<file path="src/rtl/led_matrix_column_scanner_pkg.sv">
// ============================================================================
//  Module      : led_matrix_column_scanner_pkg
//  Description : Shared geometry constants, column index type and the
//                column-slice macro for the led_matrix blocks.
//  Revision    : 1.0  initial release
// ============================================================================
`timescale 1ns/1ps
`default_nettype none

// Selects the 7-bit image of column c out of a packed frame word.
`ifndef LED_MATRIX_COL_SLICE
`define LED_MATRIX_COL_SLICE(c) ((c) * led_matrix_column_scanner_pkg::NUM_ROWS) +: led_matrix_column_scanner_pkg::NUM_ROWS
`endif

package led_matrix_column_scanner_pkg;

    localparam int NUM_COLS = 5;
    localparam int NUM_ROWS = 7;
    localparam int FRAME_W  = NUM_COLS * NUM_ROWS;
    localparam int COL_W    = 3;

    typedef logic [COL_W-1:0] col_idx_t;

    localparam col_idx_t            LAST_COL = col_idx_t'(NUM_COLS - 1);
    localparam logic [NUM_COLS-1:0] COL_ONE  = NUM_COLS'(1);

    // Next column index with wrap from the last column back to column 0.
    function automatic col_idx_t next_col(input col_idx_t c);
        return (c == LAST_COL) ? '0 : c + 1'b1;
    endfunction

endpackage

`default_nettype wire

</file>
<file path="src/rtl/led_matrix_tick_divider.sv">
// ============================================================================
//  Module      : led_matrix_tick_divider
//  Description : Free-running prescaler 0..DIV-1; tick is high on the cycle
//                the count sits at DIV-1.
//  Revision    : 1.0  initial release
// ============================================================================
`timescale 1ns/1ps
`default_nettype none

module led_matrix_tick_divider #(
    parameter int DIV = 10000
) (
    input  logic clk,
    input  logic rst_n,
    output logic tick
);

    localparam int               CNT_W = (DIV > 1) ? $clog2(DIV) : 1;
    localparam logic [CNT_W-1:0] LAST  = CNT_W'(DIV - 1);

    logic [CNT_W-1:0] r_count;

    // Prescaler count with wrap at DIV-1.
    always_ff @(posedge clk) begin
        if (!rst_n) begin
            r_count <= '0;
        end else if (r_count == LAST) begin
            r_count <= '0;
        end else begin
            r_count <= r_count + 1'b1;
        end
    end

    assign tick = (r_count == LAST);

endmodule

`default_nettype wire

</file>
<file path="src/rtl/led_matrix_column_scanner.sv">
// ============================================================================
//  Module      : led_matrix_column_scanner
//  Description : 5x7 LED matrix column scanner with double-buffered frame
//                image, tear-free swap at frame wrap and frame-rate blink.
//  Revision    : 1.0  initial release
// ============================================================================
`timescale 1ns/1ps
`default_nettype none

module led_matrix_column_scanner
    import led_matrix_column_scanner_pkg::*;
#(
    parameter int DIV          = 10000,
    parameter int BLINK_FRAMES = 250
) (
    input  logic                clk,
    input  logic                rst_n,
    input  logic [FRAME_W-1:0]  frame_data,
    input  logic                frame_load,
    input  logic                blink_en,
    output logic [NUM_COLS-1:0] columns_n,
    output logic [NUM_ROWS-1:0] rows_n,
    output logic                frame_done
);

    localparam int            BLINK_W    = (BLINK_FRAMES > 1) ? $clog2(BLINK_FRAMES) : 1;
    localparam logic [BLINK_W-1:0] BLINK_LAST = BLINK_W'(BLINK_FRAMES - 1);

    logic                w_tick;
    logic                w_wrap;
    col_idx_t            r_col;
    logic [FRAME_W-1:0]  r_display;
    logic [FRAME_W-1:0]  r_pending;
    logic                r_pending_valid;
    logic [BLINK_W-1:0]  r_blink_cnt;
    logic                r_blink_phase;

    led_matrix_tick_divider #(
        .DIV (DIV)
    ) u_tick_divider (
        .clk   (clk),
        .rst_n (rst_n),
        .tick  (w_tick)
    );

    // Last slot of the last column: the only point the frame may change.
    assign w_wrap = w_tick && (r_col == LAST_COL);

    // Column index advances once per slot.
    always_ff @(posedge clk) begin
        if (!rst_n) begin
            r_col <= '0;
        end else if (w_tick) begin
            r_col <= next_col(r_col);
        end
    end

    // Double buffer: loads park in pending and are promoted only at wrap;
    // a load landing exactly on the wrap goes straight to display.
    always_ff @(posedge clk) begin
        if (!rst_n) begin
            r_display       <= '0;
            r_pending       <= '0;
            r_pending_valid <= 1'b0;
        end else if (w_wrap) begin
            if (frame_load) begin
                r_display <= frame_data;
            end else if (r_pending_valid) begin
                r_display <= r_pending;
            end
            r_pending_valid <= 1'b0;
        end else if (frame_load) begin
            r_pending       <= frame_data;
            r_pending_valid <= 1'b1;
        end
    end

    // Blink phase flips every BLINK_FRAMES completed frames.
    always_ff @(posedge clk) begin
        if (!rst_n) begin
            r_blink_cnt   <= '0;
            r_blink_phase <= 1'b0;
        end else if (w_wrap) begin
            if (r_blink_cnt == BLINK_LAST) begin
                r_blink_cnt   <= '0;
                r_blink_phase <= ~r_blink_phase;
            end else begin
                r_blink_cnt <= r_blink_cnt + 1'b1;
            end
        end
    end

    // Registered active-low drivers; rows blank during the off blink phase.
    always_ff @(posedge clk) begin
        if (!rst_n) begin
            columns_n  <= '1;
            rows_n     <= '1;
            frame_done <= 1'b0;
        end else begin
            columns_n  <= ~(COL_ONE << r_col);
            rows_n     <= (blink_en && r_blink_phase) ? '1
                                                      : ~r_display[`LED_MATRIX_COL_SLICE(r_col)];
            frame_done <= w_wrap;
        end
    end

endmodule

`default_nettype wire

</file>
<file path="config.mk">
export PLATFORM = sky130hd
export DESIGN_NAME = led_matrix_column_scanner
export DESIGN_NICKNAME = d
export VERILOG_FILES = /design/src/rtl/led_matrix_column_scanner_pkg.sv /design/src/rtl/led_matrix_tick_divider.sv /design/src/rtl/led_matrix_column_scanner.sv
export SDC_FILE = /design/constraint.sdc
export NUM_CORES = 1
export LEC_CHECK = 0
export CAP_MARGIN = 20
export CORE_UTILIZATION = 60
export DETAILED_ROUTE_END_ITERATION = 8
export MAX_ROUTING_LAYER = met4
export PLACE_DENSITY = 0.84
export SLEW_MARGIN = 20
export SYNTH_ARGS = -nofsm -noshare
export SYNTH_HDL_FRONTEND = slang
export SYNTH_SLANG_ARGS = --single-unit
</file>
<file path="constraint.sdc">
create_clock -name clk -period 5.3 [get_ports clk]
set_clock_uncertainty 0.2 [all_clocks]
set_input_delay 0.795 -clock clk [delete_from_list [all_inputs] [get_ports clk]]
set_output_delay 0.795 -clock clk [all_outputs]
set_load 0.03 [all_outputs]
</file>
=== Word-level counts from Yosys, hierarchy flattened ===
Cells that the tools add are included.

* Input bits: 39
* Flip-flop bits (word level): 110
* Output and inout port bits: 13
* Word-level logic and storage cells: 37

* Add/subtract/negate cells: 3
* Bitwise gates (word level): 5
* Reduce and logical (&&, ||, !) cells: 9
* $mul: 1
* Mux-type cells: 4
* Equal/unequal tests: 3
* Shift operators: 2

{| class="wikitable"
|+ Operators with widths
! kind !! count
|-
| $mux 35 || 2
|-
| $shiftx 35x7->7 || 1
|-
| $add 14x1->14 const B || 1
|-
| $eq 14x14->1 const B || 1
|-
| $add 8x1->8 const B || 1
|-
| $eq 8x8->1 const B || 1
|-
| $mux 8 || 1
|-
| $not 7->7 || 1
|-
| $mul 3x3->6 const B || 1
|-
| $reduce_and 2->1 || 3
|-
| $reduce_or 2->1 || 3
|-
| $not 5->5 || 1
|-
| $shl 1x3->5 const A || 1
|-
| $add 3x1->3 const B || 1
|-
| $eq 3x3->1 const B || 1
|-
| $mux 3 || 1
|-
| $not 1->1 || 3
|-
| $logic_and 1x1->1 || 2
|-
| $reduce_bool 2->1 || 1
|}

=== Logic depth before layout (Yosys ltp) ===
* Depth after elaboration: 4
* Depth in mapped cells: 8

=== Hierarchy ===
Synthesis repeated with hierarchy kept, for this count alone.

* Cell total of the unflattened synthesis: 526
* Area total of the unflattened synthesis: 4,936.0 um^2

{| class="wikitable"
|+ By module, submodules not included
! module !! cells each !! sequential area each (um^2) !! times used !! area each (um^2)
|-
| led_matrix_column_scanner || 455 || 1,921.8 || 1 || 4,301.6
|-
| led_matrix_tick_divider || 71 || 280.3 || 1 || 634.4
|}

=== Least setup slack after synthesis ===
Ideal clock, no wire load.

* Path type: input port to flip-flop
* Start point: in frame_load
* End point: reg r_display[10]
* Arrival time: 2.234 ns
* Slack: 2.732 ns
* Path buffers: 4
* Stages on the path: 7
* Path through: clkbuf_1 > or2_2 > clkbuf_1 > and3_1 > clkbuf_1 > buf_2 > a211oi_1

* Cells in the longest elaborated chain, start to end: 2
* Elaborated cells on any way between the ends: 3

{| class="wikitable"
|+ Ends and longest elaborated chain
! element !! line !! text
|-
| from (decl) || led_matrix_column_scanner.sv:19 || <nowiki>input logic frame_load,</nowiki>
|-
| $reduce_bool 2->1 (no source line) || n/a ||
|-
| $reduce_and 2->1 (no source line) || n/a ||
|-
| to (signal assigned) || led_matrix_column_scanner.sv:67 || <nowiki>r_display <= frame_data;</nowiki>
|-
| to (signal assigned) || led_matrix_column_scanner.sv:69 || <nowiki>r_display <= r_pending;</nowiki>
|-
| to (decl) || led_matrix_column_scanner.sv:32 || <nowiki>logic [FRAME_W-1:0] r_display;</nowiki>
|}

Several ways; a longest one is shown, not always the timed one.
A chain may end at the register's enable or synchronous reset.

=== Worst setup path in the final report ===
* Start point: reg u_tick_divider.r_count[0]
* End point: reg r_display[9]

* Cells in the longest elaborated chain, start to end: 3

{| class="wikitable"
|+ Ends and longest elaborated chain
! element !! line !! text
|-
| from (decl) || led_matrix_tick_divider.sv:21 || <nowiki>logic [CNT_W-1:0] r_count;</nowiki>
|-
| from (signal assigned) || led_matrix_tick_divider.sv:30 || <nowiki>r_count <= r_count + 1'b1;</nowiki>
|-
| $eq 14x14->1 || led_matrix_tick_divider.sv:34 || <nowiki>assign tick = (r_count == LAST);</nowiki>
|-
| $logic_and 1x1->1 || led_matrix_column_scanner.sv:47 || <nowiki>assign w_wrap = w_tick && (r_col == LAST_COL);</nowiki>
|-
| $reduce_and 2->1 (no source line) || n/a ||
|}

Every way passes these cells.

==> reports/results.tsv <==
stage	metric	value	unit
clocking	clock-sinks	110	
worst_setup_path	path_cells	ha_1, nand3_1, nor4_4, buf_4, and3_2, a211oi_1	
die	rows	32	
placement	hpwl	7.06	mm
synthesis	ys_seq_elements	110	
worst_setup_path	critical_path_required	5330	ps
worst_setup_path	end_kind	flip-flop	
global_routing	grt_start_max_net_pins	42	
final_layout	fill_cells	584	
pwr	power_leakage	0.00200	uW
synthesis	syn_area	4790	sq um
pwr	p_int	1100	uW
clocking	cts_tree	built	
final_layout	drive_gt1_share	7.36	%
die	die_w	91.3	um
die	dieArea	8340	sq um
final_layout	num_antenna_cells	0	
clocking	cts_made_buffers	9	
detailed_routing	ant_nets	0	
worst_setup_path	reg2reg_slack	2400	ps
timing	final_max_slew_viol_count	0	
timing	max_slew_margin	45.0	%
timing	setup_violations	0	
synthesis	yosysMostFrequentCell	dfxtp_1	
global_routing	grt_pass1_wl	17.2	mm
final_layout	multiInputGateArea	2400	sq um
timing	tns	0	ps
global_routing	antenna_found_initial	0	
detailed_routing	drt_pass1_iterations	4	
pwr	p_comb_share	7.7	%
pwr	seqPwrFrac	59.0	%
worst_setup_path	cp_data_arrival_time	2930	ps
detailed_routing	remaining_drc_errors	0	
pwr	total_switching_power	352	uW
die	core	7730	sq um
detailed_routing	routed_via_density	5.94	
worst_setup_path	slowest_stage	and3_2	
detailed_routing	drt_iter0_markers	279	
timing	fmax	344	MHz
synthesis	synth_cell_types	40	
pwr	power_density	263	nW/um^2
worst_setup_path	ff2ff_path_depth	6	
status	status	finished, final reports clean	
timing	worstMarginPinSlew	825	ps
synthesis	synthesis.nets	575	
pwr	p_clk_share	33.3	%
pwr	vdd.ir_drop.worst	0.000199	V
synthesis	synthCells	528	
synthesis	ys_seq_area_share	46.0	%
worst_setup_path	crit_type	flip-flop to flip-flop	
final_layout	ff_latch_area	2200	sq um
synthesis	avgSynthCellArea	9.07	sq um
final_layout	nNetsFinal	599	
die	chipHeight	91.3	um
placement	gp_congestion	0.903	
worst_setup_path	crit_path_start_kind	flip-flop	
synthesis	synth_top_area_cell	dfxtp_1	
timing	timing.final.crit_share	54.8	%
worst_setup_path	max_stage_delay	660	ps
min_path	min_path_type	flip-flop to flip-flop	
placement	portBuffers	51	
run	maxCapViolCount	0	
timing	hold_viol	0	
worst_setup_path	path_delay_family	simple AND/OR/NAND/NOR gates	
die	ios	52	
pwr	sw_frac_of_total	24.3	%
min_path	hold_end	r_pending[26]$_SDFFE_PN0P_	
synthesis	ys_top_cells_by_count	110 x dfxtp_1, 77 x nand2_1, 51 x nand3_1	
detailed_routing	wl	10.3	mm
global_routing	grt_pass1_vias	3655	
global_routing	grt_usage	26.8	%
synthesis	synth_top_area_share	46.0	%
worst_setup_path	r2r_start	u_tick_divider.r_count[0]$_SDFF_PP0_	
worst_setup_path	critPathBufInv	1	
clocking	root_buffer	clkbuf_8	
timing	period_needed	2900	ps
clocking	hold_buffers	0	
synthesis	synth_warnings	0	
worst_setup_path	crit_fanout	40	
synthesis	synth_area_leaders	dfxtp_1 46%, mux2i_1 7.5%, nand2_1 6.0%	
die	start_util	62.0	%
min_path	min_path_cells	2	
timing	rsz0062_at_grt	no	
final_layout	utilization	71.1	%
clocking	clock_latency	370	ps
global_routing	grt_overflow_total	0	
detailed_routing	vias	3913	
clocking	clockBufferDepth	2	
clocking	clk_pin_slew	100	ps
clocking	postCtsSetupBuffers	0	
clocking	htreeDepth	3	
detailed_routing	wl_per_cell	15.6	um
clocking	cts_resized	0	
min_path	hp-start	r_pending[26]$_SDFFE_PN0P_	
worst_setup_path	reg2reg_to	r_display[9]$_SDFFE_PN0P_	
synthesis	ys.flop_type	dfxtp_1	
synthesis	synth_enable_flop_cells	0	
final_layout	area_growth	14.8	%
synthesis	async_reset_ff_share	0	%
[layout make-up]
type	count	share of cell area (%)
clock buffer	11	2.76
clock inverter	5	0.751
inverter	7	0.478
multi-input combinational	367	43.7
sequential	110	40.1
tap	102	2.32
timing repair buffer	57	9.93
[metal layers]
layer  part of all wire (%)  wire [um]  vias up  GRT usage [%]
met1                     44       4550     1804           33.4
met2                     48       4920      115           42.0
met4                    2.4        249        0           10.4
met3                    5.2        532       26           6.37
met5                      0          0        -              -
li1                       -          -     1968              -
[sequential cells by signal, indices dropped and copies added, names as in the netlist]
name,cells
r_display,35
r_pending,35
u_tick_divider.r_count,14
r_blink_cnt,8
rows_n,7
columns_n,5
r_col,3
frame_done,1
r_blink_phase,1
r_pending_valid,1
[stage by stage]
stage	instance area [sq um]	hold WS [ps]	setup slack, ps	total power, uW	cells
after floorplan	4790	226	2730	936	528
after global placement	5300	237	1920	980	643
after detailed placement	5300	250	1680	985	643
after CTS	5490	277	1680	1460	659
after global routing	5500	291	2160	1510	659
final	5500	274	2400	1450	659
[layout by cell type, fill, tap and decap left out, types with 4 or more instances in the layout]
master           Yosys  layout
a211oi_1            35      35
a21oi_1              7       7
a31oi_1             35      35
buf_4                0       6
clkbuf_8             0      11
clkdlybuf4s50_1      0      49
dfxtp_1            110     110
ha_1                 8       8
inv_1                5       5
mux2i_1             36      36
mux4_2               7       7
nand2_1             77      77
nand3_1             51      51
nand4_1              4       4
nor2_1              17      17
nor3_1               4       4
o21ai_0             38      38
xnor2_1              7       7
xor2_1               6       6
[cells by family (layout without fill, tap and decap cells)]
| logic type | count (synthesis) | count (layout) | share of synthesized area [%] |
|---|---|---|---|
| mux | 43 | 43 | 10.8 |
| simple gates | 177 | 177 | 17.5 |
| compound gates | 126 | 126 | 16.9 |
| flops | 110 | 110 | 46.0 |
| fa+ha+maj | 8 | 8 | 2.09 |
| buf+inv | 51 | 80 | 4.34 |
| xor+xnor | 13 | 13 | 2.38 |
[power groups by stage]
stage / registers (uW) / clock network [uW] / logic [uW]
finish: 854 / 481 / 112
global route: 857 / 529 / 123
CTS: 854 / 492 / 112
detailed placement: 873 / 0 / 112
global placement: 872 / 0 / 108
floorplan: 871 / 0 / 64.5
[worst reg2reg max path, stage by stage, from the launching register on]
cell,delay (ps)
dfxtp_1,390
ha_1,210
nand3_1,350
nor4_4,370
buf_4,400
and3_2,660
a211oi_1,180
[how the worst max path moves through the flow]
stage | cells after the start | endpoint | startpoint
finish | 6 | r_display[9]$_SDFFE_PN0P_ | u_tick_divider.r_count[0]$_SDFF_PP0_
CTS | 5 | r_display[9]$_SDFFE_PN0P_ | r_col[0]$_SDFFE_PN0P_
detailed placement | 5 | r_display[9]$_SDFFE_PN0P_ | r_col[0]$_SDFFE_PN0P_
floorplan | 7 | r_display[10]$_SDFFE_PN0P_ | frame_load
global placement | 5 | r_display[33]$_SDFFE_PN0P_ | r_col[0]$_SDFFE_PN0P_
global route | 6 | r_display[7]$_SDFFE_PN0P_ | u_tick_divider.r_count[0]$_SDFF_PP0_
(Power assumes the default switching activity.)
